--- src/rtl/parking_exit_controller_pkg.sv ---
// Shared definitions for the parking exit controller: state encodings,
// seven-segment glyphs, default exit code and the per-state panel decode.
package parking_pkg;

    typedef enum logic [2:0] {
        ST_IDLE       = 3'd0,
        ST_WAIT_PASS  = 3'd1,
        ST_WRONG_PASS = 3'd2,
        ST_OPEN       = 3'd3,
        ST_BLOCKED    = 3'd4,
        ST_LOCKED     = 3'd5
    } state_t;

    // Active-low glyphs, bit 6 = segment g
    localparam logic [6:0] SEG_BLANK = 7'b1111111;
    localparam logic [6:0] SEG_E     = 7'b0000110;
    localparam logic [6:0] SEG_N     = 7'b0101011;
    localparam logic [6:0] SEG_G     = 7'b0000010;
    localparam logic [6:0] SEG_O     = 7'b1000000;
    localparam logic [6:0] SEG_S     = 7'b0010010;
    localparam logic [6:0] SEG_P     = 7'b0001100;
    localparam logic [6:0] SEG_L     = 7'b1000111;

    localparam logic [1:0] DEFAULT_EXIT_CODE_1 = 2'b10;
    localparam logic [1:0] DEFAULT_EXIT_CODE_2 = 2'b01;
    localparam int         DEFAULT_CAPACITY    = 8;
    localparam int         DEFAULT_WAIT_CYCLES = 4;
    localparam int         DEFAULT_MAX_TRIES   = 3;

    typedef struct packed {
        logic       gate_open;
        logic       green_led;
        logic       red_led;
        logic [6:0] hex_1;
        logic [6:0] hex_2;
    } panel_t;

    function automatic logic blinks_in(input state_t st);
        return (st == ST_WRONG_PASS) || (st == ST_BLOCKED) || (st == ST_LOCKED);
    endfunction

    function automatic panel_t decode_panel(input state_t st, input logic blink);
        panel_t p;
        p.gate_open = 1'b0;
        p.green_led = 1'b0;
        p.red_led   = 1'b1;
        p.hex_1     = SEG_BLANK;
        p.hex_2     = SEG_BLANK;
        case (st)
            ST_WAIT_PASS: begin
                p.hex_1 = SEG_E;
                p.hex_2 = SEG_N;
            end
            ST_WRONG_PASS: begin
                p.red_led = blink;
                p.hex_1   = SEG_E;
                p.hex_2   = SEG_E;
            end
            ST_OPEN: begin
                p.gate_open = 1'b1;
                p.green_led = 1'b1;
                p.red_led   = 1'b0;
                p.hex_1     = SEG_G;
                p.hex_2     = SEG_O;
            end
            ST_BLOCKED: begin
                p.red_led = blink;
                p.hex_1   = SEG_S;
                p.hex_2   = SEG_P;
            end
            ST_LOCKED: begin
                p.red_led = blink;
                p.hex_1   = SEG_L;
                p.hex_2   = SEG_L;
            end
            default: ;
        endcase
        return p;
    endfunction

endpackage

--- src/rtl/parking_exit_controller_if.sv ---
// Exit-lane signal bundle: gate/sensor/keypad inputs and lamp/display/occupancy outputs.
interface parking_exit_controller_if;

    logic       car_entered;
    logic       sensor_exit_approach;
    logic       sensor_exit_clear;
    logic [1:0] pass_1;
    logic [1:0] pass_2;
    logic       supervisor_clear;

    logic       gate_open;
    logic       green_led;
    logic       red_led;
    logic [6:0] hex_1;
    logic [6:0] hex_2;
    logic [7:0] car_count;
    logic       full;

    modport master (
        output car_entered, sensor_exit_approach, sensor_exit_clear,
        output pass_1, pass_2, supervisor_clear,
        input  gate_open, green_led, red_led, hex_1, hex_2, car_count, full
    );

    modport slave (
        input  car_entered, sensor_exit_approach, sensor_exit_clear,
        input  pass_1, pass_2, supervisor_clear,
        output gate_open, green_led, red_led, hex_1, hex_2, car_count, full
    );

endinterface

--- src/rtl/parking_occupancy_counter.sv ---
// Lot occupancy counter: saturating increment on entry, saturating decrement on exit.
module parking_occupancy_counter #(
    parameter int CAPACITY = 8
) (
    input  logic       clk,
    input  logic       reset,
    input  logic       inc,
    input  logic       dec,
    output logic [7:0] car_count,
    output logic       full
);

    localparam logic [7:0] CAP = 8'(CAPACITY);

    logic [7:0] count_reg;

    // An entry and an exit in the same cycle cancel out
    always_ff @(posedge clk) begin
        if (reset) begin
            count_reg <= 8'd0;
        end else if (inc && !dec) begin
            if (count_reg != CAP)
                count_reg <= count_reg + 8'd1;
        end else if (dec && !inc) begin
            if (count_reg != 8'd0)
                count_reg <= count_reg - 8'd1;
        end
    end

    assign car_count = count_reg;
    assign full      = (count_reg == CAP);

endmodule

--- src/rtl/parking_exit_controller.sv ---
// Exit barrier controller: code entry with retry/lockout, tailgate blocking,
// Moore lamp/display outputs and occupancy tracking.
module parking_exit_controller
    import parking_pkg::*;
#(
    parameter int         CAPACITY    = DEFAULT_CAPACITY,
    parameter int         WAIT_CYCLES = DEFAULT_WAIT_CYCLES,
    parameter logic [1:0] EXIT_CODE_1 = DEFAULT_EXIT_CODE_1,
    parameter logic [1:0] EXIT_CODE_2 = DEFAULT_EXIT_CODE_2,
    parameter int         MAX_TRIES   = DEFAULT_MAX_TRIES
) (
    input logic                       clk,
    input logic                       reset,
    parking_exit_controller_if.slave  bus
);

    localparam int WW = (WAIT_CYCLES < 1) ? 1 : $clog2(WAIT_CYCLES + 1);
    localparam int TW = (MAX_TRIES < 1) ? 1 : $clog2(MAX_TRIES + 1);

    state_t          state_reg, state_next;
    logic [WW-1:0]   wait_reg, wait_next;
    logic [TW-1:0]   tries_reg, tries_next, tries_inc;
    logic            blink_reg, blink_next;
    panel_t          panel_reg;
    logic            code_ok;
    logic            exit_dec;
    logic [7:0]      count;
    logic            count_full;

    assign code_ok   = (bus.pass_1 == EXIT_CODE_1) && (bus.pass_2 == EXIT_CODE_2);
    assign tries_inc = tries_reg + TW'(1);

    always_comb begin
        state_next = state_reg;
        wait_next  = wait_reg;
        tries_next = tries_reg;
        exit_dec   = 1'b0;
        case (state_reg)
            ST_IDLE: begin
                if (bus.sensor_exit_approach && (count != 8'd0))
                    state_next = ST_WAIT_PASS;
            end
            ST_WAIT_PASS: begin
                if (wait_reg < WW'(WAIT_CYCLES)) begin
                    wait_next = wait_reg + WW'(1);
                end else if (code_ok) begin
                    state_next = ST_OPEN;
                    wait_next  = '0;
                    tries_next = '0;
                end else begin
                    wait_next  = '0;
                    tries_next = tries_inc;
                    state_next = (tries_inc >= TW'(MAX_TRIES)) ? ST_LOCKED : ST_WRONG_PASS;
                end
            end
            ST_WRONG_PASS: begin
                // A correct code is accepted any cycle; a wrong one only counts once per period
                if (code_ok) begin
                    state_next = ST_OPEN;
                    wait_next  = '0;
                    tries_next = '0;
                end else if (wait_reg >= WW'(WAIT_CYCLES - 1)) begin
                    wait_next  = '0;
                    tries_next = tries_inc;
                    if (tries_inc >= TW'(MAX_TRIES))
                        state_next = ST_LOCKED;
                end else begin
                    wait_next = wait_reg + WW'(1);
                end
            end
            ST_OPEN: begin
                if (bus.sensor_exit_clear && bus.sensor_exit_approach) begin
                    state_next = ST_BLOCKED;
                end else if (bus.sensor_exit_clear) begin
                    exit_dec   = 1'b1;
                    state_next = ST_IDLE;
                    wait_next  = '0;
                    tries_next = '0;
                end
            end
            ST_BLOCKED: begin
                if (code_ok) begin
                    state_next = ST_OPEN;
                    wait_next  = '0;
                    tries_next = '0;
                end
            end
            ST_LOCKED: begin
                if (bus.supervisor_clear) begin
                    state_next = ST_IDLE;
                    wait_next  = '0;
                    tries_next = '0;
                end
            end
            default: begin
                state_next = ST_IDLE;
                wait_next  = '0;
                tries_next = '0;
            end
        endcase
        blink_next = blinks_in(state_next) ? ~blink_reg : 1'b0;
    end

    // Panel is decoded from the next state so it is valid in the cycle the state is entered
    always_ff @(posedge clk) begin
        if (reset) begin
            state_reg <= ST_IDLE;
            wait_reg  <= '0;
            tries_reg <= '0;
            blink_reg <= 1'b0;
            panel_reg <= decode_panel(ST_IDLE, 1'b0);
        end else begin
            state_reg <= state_next;
            wait_reg  <= wait_next;
            tries_reg <= tries_next;
            blink_reg <= blink_next;
            panel_reg <= decode_panel(state_next, blink_next);
        end
    end

    parking_occupancy_counter #(
        .CAPACITY (CAPACITY)
    ) u_occupancy (
        .clk       (clk),
        .reset     (reset),
        .inc       (bus.car_entered),
        .dec       (exit_dec),
        .car_count (count),
        .full      (count_full)
    );

    assign bus.gate_open = panel_reg.gate_open;
    assign bus.green_led = panel_reg.green_led;
    assign bus.red_led   = panel_reg.red_led;
    assign bus.hex_1     = panel_reg.hex_1;
    assign bus.hex_2     = panel_reg.hex_2;
    assign bus.car_count = count;
    assign bus.full      = count_full;

endmodule
--- src/flat_wrapper.sv ---
// flat-port wrapper written by rule: the top's interface ports become plain ports
module parking_exit_controller_flat import parking_pkg::*;
#(
    parameter int         CAPACITY    = DEFAULT_CAPACITY,
    parameter int         WAIT_CYCLES = DEFAULT_WAIT_CYCLES,
    parameter logic [1:0] EXIT_CODE_1 = DEFAULT_EXIT_CODE_1,
    parameter logic [1:0] EXIT_CODE_2 = DEFAULT_EXIT_CODE_2,
    parameter int         MAX_TRIES   = DEFAULT_MAX_TRIES
)
  (clk, reset, bus_car_entered, bus_sensor_exit_approach, bus_sensor_exit_clear, bus_pass_1, bus_pass_2, bus_supervisor_clear, bus_gate_open, bus_green_led, bus_red_led, bus_hex_1, bus_hex_2, bus_car_count, bus_full);
  parking_exit_controller_if bus_i ();
  input logic clk;
  input logic reset;
  input wire logic [$bits(bus_i.car_entered)-1:0] bus_car_entered;
  input wire logic [$bits(bus_i.sensor_exit_approach)-1:0] bus_sensor_exit_approach;
  input wire logic [$bits(bus_i.sensor_exit_clear)-1:0] bus_sensor_exit_clear;
  input wire logic [$bits(bus_i.pass_1)-1:0] bus_pass_1;
  input wire logic [$bits(bus_i.pass_2)-1:0] bus_pass_2;
  input wire logic [$bits(bus_i.supervisor_clear)-1:0] bus_supervisor_clear;
  output wire logic [$bits(bus_i.gate_open)-1:0] bus_gate_open;
  output wire logic [$bits(bus_i.green_led)-1:0] bus_green_led;
  output wire logic [$bits(bus_i.red_led)-1:0] bus_red_led;
  output wire logic [$bits(bus_i.hex_1)-1:0] bus_hex_1;
  output wire logic [$bits(bus_i.hex_2)-1:0] bus_hex_2;
  output wire logic [$bits(bus_i.car_count)-1:0] bus_car_count;
  output wire logic [$bits(bus_i.full)-1:0] bus_full;
  assign bus_i.car_entered = bus_car_entered;
  assign bus_i.sensor_exit_approach = bus_sensor_exit_approach;
  assign bus_i.sensor_exit_clear = bus_sensor_exit_clear;
  assign bus_i.pass_1 = bus_pass_1;
  assign bus_i.pass_2 = bus_pass_2;
  assign bus_i.supervisor_clear = bus_supervisor_clear;
  assign bus_gate_open = bus_i.gate_open;
  assign bus_green_led = bus_i.green_led;
  assign bus_red_led = bus_i.red_led;
  assign bus_hex_1 = bus_i.hex_1;
  assign bus_hex_2 = bus_i.hex_2;
  assign bus_car_count = bus_i.car_count;
  assign bus_full = bus_i.full;
  parking_exit_controller #(.CAPACITY(CAPACITY), .WAIT_CYCLES(WAIT_CYCLES), .EXIT_CODE_1(EXIT_CODE_1), .EXIT_CODE_2(EXIT_CODE_2), .MAX_TRIES(MAX_TRIES)) u_core (.clk(clk), .reset(reset), .bus(bus_i));
endmodule
--- config.mk ---
export PLATFORM = sky130hd
export DESIGN_NAME = parking_exit_controller_flat
export DESIGN_NICKNAME = d
export VERILOG_FILES = /design/src/rtl/parking_exit_controller_pkg.sv /design/src/rtl/parking_exit_controller_if.sv /design/src/rtl/parking_occupancy_counter.sv /design/src/rtl/parking_exit_controller.sv /design/src/flat_wrapper.sv
export SDC_FILE = /design/constraint.sdc
export NUM_CORES = 1
export LEC_CHECK = 0
export BUFFER_PORTS_ARGS = -buffer_cell sky130_fd_sc_hd__buf_2
export CAP_MARGIN = 10
export CORE_ASPECT_RATIO = 1.4
export CORE_MARGIN = 4
export CORE_UTILIZATION = 40
export DETAILED_ROUTE_END_ITERATION = 8
export PLACE_DENSITY = 0.73
export SLEW_MARGIN = 20
export SYNTH_ARGS = -nofsm -noshare
export SYNTH_HDL_FRONTEND = slang
export SYNTH_SLANG_ARGS = --single-unit
--- constraint.sdc ---
create_clock -name clk -period 6.7 [get_ports clk]
set_clock_uncertainty 0.1 [all_clocks]
set_input_delay 1.005 -clock clk [delete_from_list [all_inputs] [get_ports clk]]
set_output_delay 1.005 -clock clk [all_outputs]
set_load 0.02 [all_outputs]
==> run summary <==
Status: finished, final reports clean
Share of synthesized registers carrying an async set or reset: 0%
Die H: 85.9 µm
Synth Flop Type: dfxtp_1
Mean Syn Cell Area: 8.72 µm²
Placed Cells: 264
# hold bufs at CTS: 0
Die X: 63.7 µm
I/O Pins: 36
Synth Register Bits: 28
Routed len/inst: 13.3 µm
Iter 0 DRT Violations: 72
Pwr Density: 311 nW/µm²
Slew @ Worst Pin: 1.01 ns
First-pass GRT wire length: 6180 µm
Relative slew margins: 32.4%
Cts bufs inserted: 3
Total of max-cap violations: 0
Final Setup Violations: 0
Row cnt: 28
Post-CTS setup buffers: 0
Final global-route overflow total: 0
Placer Congestion: 0.966
DRT Pass-1 Iters: 4
Die footprint: 5470 µm²
HPWL Detailed: 2680 µm
Minimum clock period after layout: 3.33 ns
Crit path arrival time: 3.41 ns
Mapped Nets: 221
Pin count of the biggest net entering global routing: 30
Synth Warn #: 0
Highest clock rate: 300 MHz
ANT cells: 0
WP data required: 6.78 ns
Worst setup SP type: input port
Critical path capture point type: flip-flop
Post-CTS sizing: 0
Gr usage total: 13.8%
CTS tree: built
RSZ-0062 raised after global routing: false
Number of global-route vias before repair: 1408
Gate count after technology mapping: 199
Max reg flops: 8
Max clock buf depth: 2
Crit path kind: in -> reg
DR vias/cell: 5.48
Sequential element share of the synthesized area: 32.3%
I/O Buffers: 34
Number of remaining DRC errors: 0
Sum Neg Setup Slack: 0 ns
Initial Utilization: 41.3%
Final Instance Area: 1930 µm²
Number of synthesized flops with an enable pin: 0
Fraction of layout cells with a size suffix above 1: 22.9%
Reg clk slew, reported paths: 0.09 ns
Clk_lat worst skew: 0.27 ns
Period utilization: 49.7%
Layout fillers: 416
Critical-path maximum fanout: 8
Routed Antenna Nets: 0
Post-synth cell types: 50
Hold Path Class: reg -> reg
H-tree levels: 1
Peak VDD IR: 0.000145 V
Final WL: 3560 µm
Total core area: 4200 µm²
Leakage power: 0.802 nW
Via Count: 1469
Layout area overhead: 11.5%
Fin. Hold Viols: 0
Antenna violations before repair: 0
Dpl cell area: 1860 µm²
Mapped Area: 1740 µm²
Clk sinks: 28
Clock root buffer master: clkbuf_8
Non-Filler Instances: 268
Nets: 246
Max-slew violation count: 0
==> final timing paths <==
path	start	to	slack, ns	depth (start not counted)
max	bus_sensor_exit_clear	u_core.u_occupancy.car_count[7]	3.37	12
min	u_core.blink_reg	u_core.blink_reg	0.33	1
max reg2reg	u_core.state_reg[1]	u_core.u_occupancy.car_count[7]	3.53	11
min reg2reg	u_core.blink_reg	u_core.blink_reg	0.33	1
==> synthesized netlist by cell type, drive strengths merged (4+ instances only) <==
master	number	area share [%]
inv	10	2.2
nand3	5	1.4
buf	10	4.8
mux2i	4	2.3
dfxtp	28	32
a211oi	4	1.7
clkbuf	4	0.86
xnor2	7	3.5
o211ai	4	2.3
a21oi	14	4.0
or3	5	1.9
nor2	20	4.8
o21ai	7	2.0
nand2	15	3.2
nor2b	7	2.5
a21o	7	3.2
ha	11	7.9
==> layout make-up <==
class                           instances  area, µm²  area share (%)
Clock buffer                            3       41.3            2.13
Clock inverter                          1       30.0            1.55
Inverter                               10       37.5            1.94
Multi-Input combinational cell        147       1040            53.7
Sequential cell                        28        561            29.0
Tap cell                               45       56.3            2.91
Timing Repair Buffer                   34        170            8.80
==> worst max-delay path: stages <==
cell	delay [ns]
buf_2	0.11
and4b_1	0.27
nand2b_1	0.09
ha_1	0.21
inv_1	0.23
ha_1	0.29
a21oi_1	0.19
o211ai_1	0.15
o41ai_1	0.33
xnor2_1	0.19
a21oi_1	0.09
a31o_2	0.25
==> routing by layer <==
layer	GRT usage (%)	share of wire, %	up-vias
met2	23.3	48	30
li1	-	-	763
met4	4.91	1.5	0
met5	0	0	-
met3	1.83	3.1	5
met1	17.8	47	671
==> stage by stage <==
| stage | setup slack [ns] | hold WS, ns | total power, mW | util [%] |
|---|---|---|---|---|
| 2_1_floorplan | 3.48 | 0.300 | 0.423 | - |
| 3_3_place_gp | 3.13 | 0.313 | 0.471 | 44.3 |
| 3_5_place_dp | 3.09 | 0.321 | 0.473 | 44.3 |
| 4_1_cts | 3.39 | 0.336 | 0.608 | 46.0 |
| 5_1_grt | 3.09 | 0.366 | 0.648 | 46.0 |
| 6_report | 3.37 | 0.331 | 0.602 | 46.0 |
==> logic make-up after synthesis <==
group	synth area share [%]
buf+inv	7.86
flops	32.3
other cells	0.216
compound gates	23.5
fa+ha+maj	9.08
simple gates	21.2
xor+xnor	3.53
mux	2.31
==> power breakdown <==
part | internal (mW) | switching [mW]
Clock | 0.0800 | 0.0517
Combinational | 0.105 | 0.142
Sequential | 0.193 | 0.0301
Total | 0.378 | 0.224
==> cell usage in the layout (no fill, tap or decap), drive strengths merged, types with 4 or more instances in the layout <==
cell type / count
buf: 34
dfxtp: 28
nor2: 20
nand2: 15
a21oi: 14
ha: 11
inv: 10
nor2b: 7
o21ai: 7
xnor2: 7
a21o: 7
nand3: 5
or3: 5
a211oi: 4
mux2i: 4
o211ai: 4
(Power assumes the default switching activity.)
